<file path="config.mk">
export PLATFORM = sky130hd
export DESIGN_NAME = sipo_deserializer
export DESIGN_NICKNAME = d
export VERILOG_FILES = /design/src/rtl/sipo_deserializer.sv
export SDC_FILE = /design/constraint.sdc
export NUM_CORES = 1
export LEC_CHECK = 0
export ABC_CLOCK_PERIOD_IN_PS = 3400
export CAP_MARGIN = 30
export CORE_MARGIN = 1.5
export CORE_UTILIZATION = 45
export DETAILED_ROUTE_END_ITERATION = 8
export GPL_TIMING_DRIVEN = 0
export PLACE_DENSITY = 0.83
export SLEW_MARGIN = 10
export SYNTH_ARGS = -nofsm -noshare
export SYNTH_HDL_FRONTEND = slang
export SYNTH_SLANG_ARGS = --single-unit
</file>
<file path="constraint.sdc">
create_clock -name clk -period 3.4 [get_ports clk]
set_clock_uncertainty 0.1 [all_clocks]
set_input_delay 1.02 -clock clk [delete_from_list [all_inputs] [get_ports clk]]
set_output_delay 1.02 -clock clk [all_outputs]
set_load 0.05 [all_outputs]
</file>
<file path="src/rtl/sipo_deserializer.sv">
// rtl/sipo_deserializer.sv - LSB-first serial-to-parallel receiver with one-entry valid/ready output buffer
module sipo_deserializer #(
  parameter int WIDTH = 4
) (
  input  logic             clk,
  input  logic             reset,
  input  logic             ser_in,
  input  logic             ser_valid,
  input  logic             start,
  output logic [WIDTH-1:0] data_out,
  output logic             data_valid,
  input  logic             data_ready,
  output logic             overrun,
  input  logic             clr_err
);

  localparam int CW = $clog2(WIDTH + 1);

  typedef enum logic {
    IDLE  = 1'b0,
    SHIFT = 1'b1
  } state_t;

  state_t           state, state_next;
  logic [CW-1:0]    cnt;
  logic [WIDTH-1:0] sr;
  logic [WIDTH-1:0] word;
  logic             restart;
  logic             advance;
  logic             complete;
  logic             pop;
  logic             load;
  logic             drop;

  assign word     = {ser_in, sr[WIDTH-1:1]};
  assign restart  = ser_valid & start;
  assign advance  = (state == SHIFT) & ser_valid & ~start;
  assign complete = advance & (cnt == CW'(WIDTH - 1));
  assign pop      = data_valid & data_ready;
  // A word may only land when the buffer is empty or is being drained this same edge.
  assign load     = complete & (~data_valid | data_ready);
  assign drop     = complete & data_valid & ~data_ready;

  always_ff @(posedge clk or negedge reset) begin
    if (!reset) state <= IDLE;
    else        state <= state_next;
  end

  always_comb begin
    state_next = state;
    case (state)
      IDLE: begin
        if (restart) state_next = SHIFT;
      end
      SHIFT: begin
        if (restart)       state_next = SHIFT;
        else if (complete) state_next = IDLE;
      end
      default: state_next = IDLE;
    endcase
  end

  // Bit 0 enters at the MSB so that WIDTH-1 further shifts walk it down to bit 0.
  always_ff @(posedge clk or negedge reset) begin
    if (!reset) begin
      sr  <= '0;
      cnt <= '0;
    end else if (restart) begin
      sr  <= {ser_in, {(WIDTH-1){1'b0}}};
      cnt <= CW'(1);
    end else if (advance) begin
      sr  <= word;
      cnt <= complete ? '0 : cnt + CW'(1);
    end
  end

  always_ff @(posedge clk or negedge reset) begin
    if (!reset) begin
      data_out   <= '0;
      data_valid <= 1'b0;
      overrun    <= 1'b0;
    end else begin
      if (load) begin
        data_out   <= word;
        data_valid <= 1'b1;
      end else if (pop) begin
        data_valid <= 1'b0;
      end
      if (drop)         overrun <= 1'b1;
      else if (clr_err) overrun <= 1'b0;
    end
  end

endmodule

</file>
==> qor.txt, run 1 <==
crit path capture type: primary output
Die X: 39.3 um
Setup CP Type: reg -> out
setup bufs post-CTS: 0
Post-Route WL: 1.08 mm
status: finished clean
max cap viols: 0
FP Rows: 12
clock share of power: 15.9%
initial antenna violation count: 0
cts-stage hold buffer count: 0
Comb pwr share: 44.4%
CTS Root Buffer Type: clkbuf_4
Inst Count DP: 75
worst path bufs/invs: 1
first-pass GRT wire length: 1.90 mm
unrepaired setup endpoints after global routing: no
Fin. Hold Viols: 0
post-CTS resize count: 0
CTS H-tree lvls: 1
CP Launch Type: register
grt total ovfl: 0
Die Span Y: 39.3 um
CP max stage delay: 0.80 ns
Syn Inst Count: 50
Clock Sinks: 13
WL/cell: 13.7 um
later-pin clock latency in the skew report: 0.28 ns
post-route insts no fill: 79
I/O pins: 13
Core Box Area: 1170 um2
CP Max Fanout: 2
Switching Share: 40.3%
proportion of layout cells with a drive suffix above 1: 21.5%
max-slew violation count: 0
critical path arrival: 1.45 ns
HPWL Detailed: 791 um
clock tree buffer depth: 2
HP Class: reg -> reg
Net Count, Synth: 58
post-synthesis cell area: 593 um2
#FFs+latches synth: 13
fmax: 0.389 GHz
post-layout min period: 2.57 ns
Initial Utilization: 50.6%
Internal Power: 349 uW
Nets: 74
Total Neg Setup Slack: 0 ns
routed vias/inst: 5.53
Initial DRC Count: 10
Least-Margin Pin Slew: 0.566 ns
CTS tree: built
Via Count: 437
Final Wtd Congestion: 0.787
Buffers on Ports: 11
ANT cells: 0
CP max stage cell: clkdlybuf4s50_1
pin count of the biggest net entering global routing: 14
highest ir drop seen on vdd: 0.471 mV
net switching power: 235 uW
Post-Syn Area per Cell: 11.9 um2
Seq pwr share: 39.8%
worst path cell trace: clkdlybuf4s50_1
Clock transition at path regs: 0.08 ns
CP Data Required Time: 2.28 ns
Leak: 0.328 nW
Final period util: 75.5%
GRT Resource Usage Total: 20.1%
slew margin rel.: 62.1%
synth warn: 0
DRC violations left: 0
DRT Pass-1 Iters: 4
Top delay family on crit path: buffers and inverters
setup violators final: 0
vias in the first global route: 440
Detail Route Antenna Nets: 0
CTS Buf Count: 3
pwr dens: 781 nW/um2
area delta synth->final: 25.9%
die area: 1540 um2
post-synthesis sequential area ratio: 54.9%
Unique masters post-synth: 21
==> synth_stat cells (all sizes together) <==
| master | n | share of area, % |
|---|---|---|
| a21oi | 1 | 0.84 |
| a31oi | 3 | 3.2 |
| buf | 2 | 2.1 |
| dfrtp | 13 | 55 |
| ha | 1 | 2.1 |
| inv | 3 | 1.9 |
| mux2 | 5 | 9.5 |
| nand2 | 5 | 3.6 |
| nand2b | 2 | 3.4 |
| nand4 | 1 | 1.1 |
| nor2 | 1 | 0.63 |
| nor2b | 2 | 2.1 |
| nor4b | 1 | 4.0 |
| o21a | 1 | 1.3 |
| o21ai | 5 | 4.2 |
| o22ai | 1 | 1.1 |
| o2bb2ai | 2 | 3.0 |
| or3 | 1 | 1.3 |
==> routing by layer <==
layer  share of wire (%)  up-vias  global-route usage [%]
li1                    -      209                       -
met1                  41      212                    20.2
met2                  51       12                    35.0
met3                 6.4        4                    8.52
met4                 2.0        0                    10.3
met5                   0        -                       0
==> layout make-up <==
| class | instances | area [um2] |
|---|---|---|
| Multi-Input combinational cell | 32 | 244 |
| Buffer | 2 | 12.5 |
| Tap cell | 14 | 17.5 |
| Timing Repair Buffer | 11 | 110 |
| Fill cell | 104 | 424 |
| Sequential cell | 13 | 325 |
| Clock buffer | 4 | 26.3 |
| Inverter | 3 | 11.3 |
==> worst paths after layout <==
path                              from          end  slack, ns  cells after the start
max                        data_out[0]  data_out[0]       0.83                      1
min                             cnt[2]       cnt[2]       0.41                      1
max reg2reg                     cnt[0]  data_out[1]       1.72                      4
min reg2reg                     cnt[2]       cnt[2]       0.41                      1
max in group asynchronous        reset  data_out[2]       1.82                      1
min in group asynchronous        reset  data_out[0]       1.00                      1
==> sequential cells by signal, summed over array words and instances (netlist names) <==
register / flops
overrun: 1
data_valid: 1
cnt: 3
sr: 3
data_out: 4
state: 1
==> layout by cell type (no fill, tap or decap), types with 2 or more instances in the layout <==
cell type        instances
nand2_1                  4
clkbuf_4                 3
clkdlybuf4s50_1         11
nor2b_1                  2
inv_1                    3
mux2_2                   5
o2bb2ai_1                2
dfrtp_1                 13
a31oi_1                  3
o21ai_0                  5
==> stage by stage <==
stage	worst slack, ns	power [mW]	cell area [um2]	hold slack, ns	utilization, %
6_report	0.832	0.584	747	0.406	63.8
5_1_grt	0.780	0.624	747	0.425	63.8
4_1_cts	0.806	0.591	747	0.409	63.8
3_5_place_dp	0.657	0.496	721	0.394	61.5
3_3_place_gp	0.673	0.485	721	0.372	61.5
2_1_floorplan	1.30	0.412	593	0.358	-
==> power groups by stage <==
stage / Clock [mW] / Sequential (mW) / Combinational, mW
after floorplan: 0 / 0.313 / 0.0988
final: 0.0926 / 0.232 / 0.259
after global placement: 0 / 0.230 / 0.254
after global routing: 0.102 / 0.239 / 0.283
after detailed placement: 0 / 0.235 / 0.261
after CTS: 0.0965 / 0.233 / 0.262
==> cells by family (layout without fill, tap and decap cells) <==
logic type               after synthesis  after routing  synth area share [%]
AO/OA/AOI/OAI                         13             13                  13.5
adder cells (fa/ha/maj)                1              1                  2.11
buffers and inverters                  5             20                  4.01
flip-flops                            13             13                  54.9
multiplexers                           5              5                  9.49
AND/OR/NAND/NOR                       13             13                  16.0
Power figures use the tool's default switching activity.
==> run 2, diff against run 1 <==
--- a/config.mk
+++ b/config.mk
@@ -5,7 +5,7 @@
 export SDC_FILE = /design/constraint.sdc
 export NUM_CORES = 1
 export LEC_CHECK = 0
-export ABC_CLOCK_PERIOD_IN_PS = 3400
+export ABC_CLOCK_PERIOD_IN_PS = 2500
 export CAP_MARGIN = 30
 export CORE_MARGIN = 1.5
 export CORE_UTILIZATION = 45
==> constraint.sdc (replaced) <==
create_clock -name clk -period 2.5 [get_ports clk]
set_clock_uncertainty 0.1 [all_clocks]
set_input_delay 0.75 -clock clk [delete_from_list [all_inputs] [get_ports clk]]
set_output_delay 0.75 -clock clk [all_outputs]
set_load 0.05 [all_outputs]
==> results of run 2 <==
The final DEF is identical to that of run 1. Status: finished clean.
Main changes from that run: setup slack after placement 0.657 ns -> 0.0270 ns; setup slack after layout 0.832 ns -> 0.202 ns; register-to-register setup slack 1.72 ns -> 0.82 ns; total power 0.584 mW -> 0.794 mW; worst IR drop on VDD 0.471 mV -> 0.641 mV
==> run 3, diff against run 2 <==
--- a/config.mk
+++ b/config.mk
@@ -7,7 +7,7 @@
 export LEC_CHECK = 0
 export ABC_CLOCK_PERIOD_IN_PS = 2500
 export CAP_MARGIN = 30
-export CORE_MARGIN = 1.5
+export CORE_MARGIN = 8
 export CORE_UTILIZATION = 45
 export DETAILED_ROUTE_END_ITERATION = 8
 export GPL_TIMING_DRIVEN = 0
==> constraint.sdc (replaced) <==
create_clock -name clk -period 2.5 [get_ports clk]
set_clock_uncertainty 0.1 [all_clocks]
set_input_delay 0.75 -clock clk [delete_from_list [all_inputs] [get_ports clk]]
set_output_delay 0.75 -clock clk [all_outputs]
set_load 0.01 [all_outputs]
==> run 3 against run 2 <==
Effect of this change: die area rose by 77%; via count fell by 2.5%; non-clock buffer count unchanged; utilization down 4.8 points; critical path type is now in -> reg; largest power group is now registers.
==> qor.txt, run 3 (synthesized netlist as in run 1, its figures left out) <==
die area: 2740 um2 (+77%)
max cap viols: 0 (unchanged)
post-route setup slack: 0.336 ns
Routed met1 length: 466 um (+5.9%)
proportion of layout cells with a drive suffix above 1: 21.5% (unchanged)
Internal Power: 475 uW
unrepaired setup endpoints after global routing: no
Worst Reg2Reg Path Length in Cells: 4 (unchanged)
routed vias/inst: 5.33 (-3.7%)
metal2 WL: 493 um (-10%)
Reg-to-Reg Start: cnt[0]
number of flip-flops under the largest register name: 4 (unchanged)
critical path arrival: 2.22 ns (+0.77 ns)
pwr dens: 919 nW/um2
slew margin rel.: 62.3% (+0.13 points)
most common cell after layout, fill and taps aside: dfrtp_1
Total Neg Setup Slack: 0 ns (unchanged)
status: finished clean
grt total ovfl: 0 (unchanged)
GRT Resource Usage Total: 8.72% (-11 points)
Post-Route WL: 1.08 mm (-0.18%)
initial antenna violation count: 0 (unchanged)
Fin. Hold Viols: 0 (unchanged)
CP Max Fanout: 7 (+5)
Max Used Layer: met4
DRT Pass-1 Iters: 3 (-1)
CP Data Required Time: 2.56 ns
first-pass GRT wire length: 1.87 mm (-1.5%)
vias in the first global route: 445 (+1.1%)
Die Span Y: 52.3 um (+33%)
clock tree buffer depth: 2 (unchanged)
post-layout min period: 2.16 ns
Seq pwr share: 45.5% (+5.7 points)
cts-stage hold buffer count: 0 (unchanged)
Initial Utilization: 46.7% (-3.9 points)
CTS Root Buffer Type: clkbuf_4
CTS H-tree lvls: 1 (unchanged)
Leak: 0.328 nW (unchanged)
clock share of power: 17.9% (+2.0 points)
FP Rows: 13 (+1)
later-pin clock latency in the skew report: 0.27 ns (about the same)
CP Launch Type: primary input
Comb pwr share: 36.5% (-7.9 points)
Met3 Wirelength: 101 um (+46%)
Buffers on Ports: 11 (unchanged)
area delta synth->final: 26.2%
Least-Margin Pin Slew: 0.564 ns (-0.00187 ns)
setup violators final: 0 (unchanged)
Clock transition at path regs: 0.07 ns (about the same)
I/O pins: 13 (unchanged)
highest ir drop seen on vdd: 0.464 mV
CTS Buf Count: 3 (unchanged)
Setup CP Type: in -> reg
Switching Share: 30.9%
most frequent cells in the layout: dfrtp_1, clkdlybuf4s50_1, o21ai_0, mux2_2, nand2_1
setup bufs post-CTS: 0 (unchanged)
post-CTS resize count: 0 (unchanged)
Initial DRC Count: 10 (unchanged)
DRC violations left: 0 (unchanged)
HP Class: reg -> reg
CTS tree: built
Via Count: 426 (-2.5%)
Largest Register: data_out
Clock Sinks: 13 (unchanged)
Final Wtd Congestion: 0.789 (+0.29%)
Die X: 52.3 um (+33%)
Core Box Area: 1270 um2 (+8.3%)
RR Endpoint: data_out[2]
Nets: 74 (unchanged)
WL/cell: 13.5 um (-1.4%)
crit path capture type: register
biggest regs: data_out x4, cnt x3, sr x3
DP Worst Slack: 0.0360 ns
Detail Route Antenna Nets: 0 (unchanged)
ANT cells: 0 (unchanged)
Final period util: 86.6%
max-slew violation count: 0 (unchanged)
pin count of the biggest net entering global routing: 14 (unchanged)
fmax: 0.462 GHz
Crit. Startpoint: ser_valid
R2R Setup Slk: 0.80 ns
WHS Path Cells: 1 (unchanged)
net switching power: 212 uW
worst setup path end: data_out[2]
[run 3: cell counts in the layout (fill, tap and decap cells not counted)]
Identical to the previous run, type by type.
[run 3: layer usage]
| metal | track usage [%] | vias up |
|---|---|---|
| met2 | 13.0 | 14 |
| met4 | 3.88 | 0 |
| li1 | - | 207 |
| met3 | 3.98 | 2 |
| met5 | 0 | - |
| met1 | 10.4 | 203 |
[run 3: critical path, stage by stage]
cell	delay, ns
clkdlybuf4s50_1	0.60
nand2_2	0.12
nor4b_4	0.37
mux2_2	0.38
[run 3: metrics by stage]
| stage | utilization, % | hold slack [ns] | cells | power [mW] | cell area (um2) |
|---|---|---|---|---|---|
| 2_1_floorplan | - | 0.354 | 50 | 0.460 | 593 |
| 3_3_place_gp | 56.9 | 0.369 | 76 | 0.561 | 722 |
| 3_5_place_dp | 56.9 | 0.386 | 76 | 0.570 | 722 |
| 4_1_cts | 59.0 | 0.404 | 80 | 0.696 | 748 |
| 5_1_grt | 59.0 | 0.413 | 80 | 0.734 | 748 |
| 6_report | 59.0 | 0.397 | 80 | 0.687 | 748 |
[run 3: layout make-up]
class	instances	area, um2
plain buffers	2	12.5
inverters	3	11.3
flip-flops and latches	13	325
multi-input cells	32	244
well taps	15	18.8
fillers	126	520
repair buffers	11	110
clock buffers	4	26.3
[run 3: power by group through the flow]
stage          clock network, mW  logic [mW]  registers (mW)
6_report                   0.123       0.251           0.313
5_1_grt                    0.134       0.278           0.323
4_1_cts                    0.128       0.255           0.313
3_5_place_dp                   0       0.253           0.317
3_3_place_gp                   0       0.246           0.314
2_1_floorplan                  0       0.134           0.326
[run 3: how the worst min path moves through the flow]
stage / end / startpoint / slack (ns)
global route: cnt[2] / cnt[2] / 0.41
detailed placement: cnt[2] / cnt[2] / 0.39
global placement: cnt[2] / cnt[2] / 0.37
finish: cnt[2] / cnt[2] / 0.40
floorplan: cnt[0] / reset / 0.35
CTS: cnt[2] / cnt[2] / 0.40
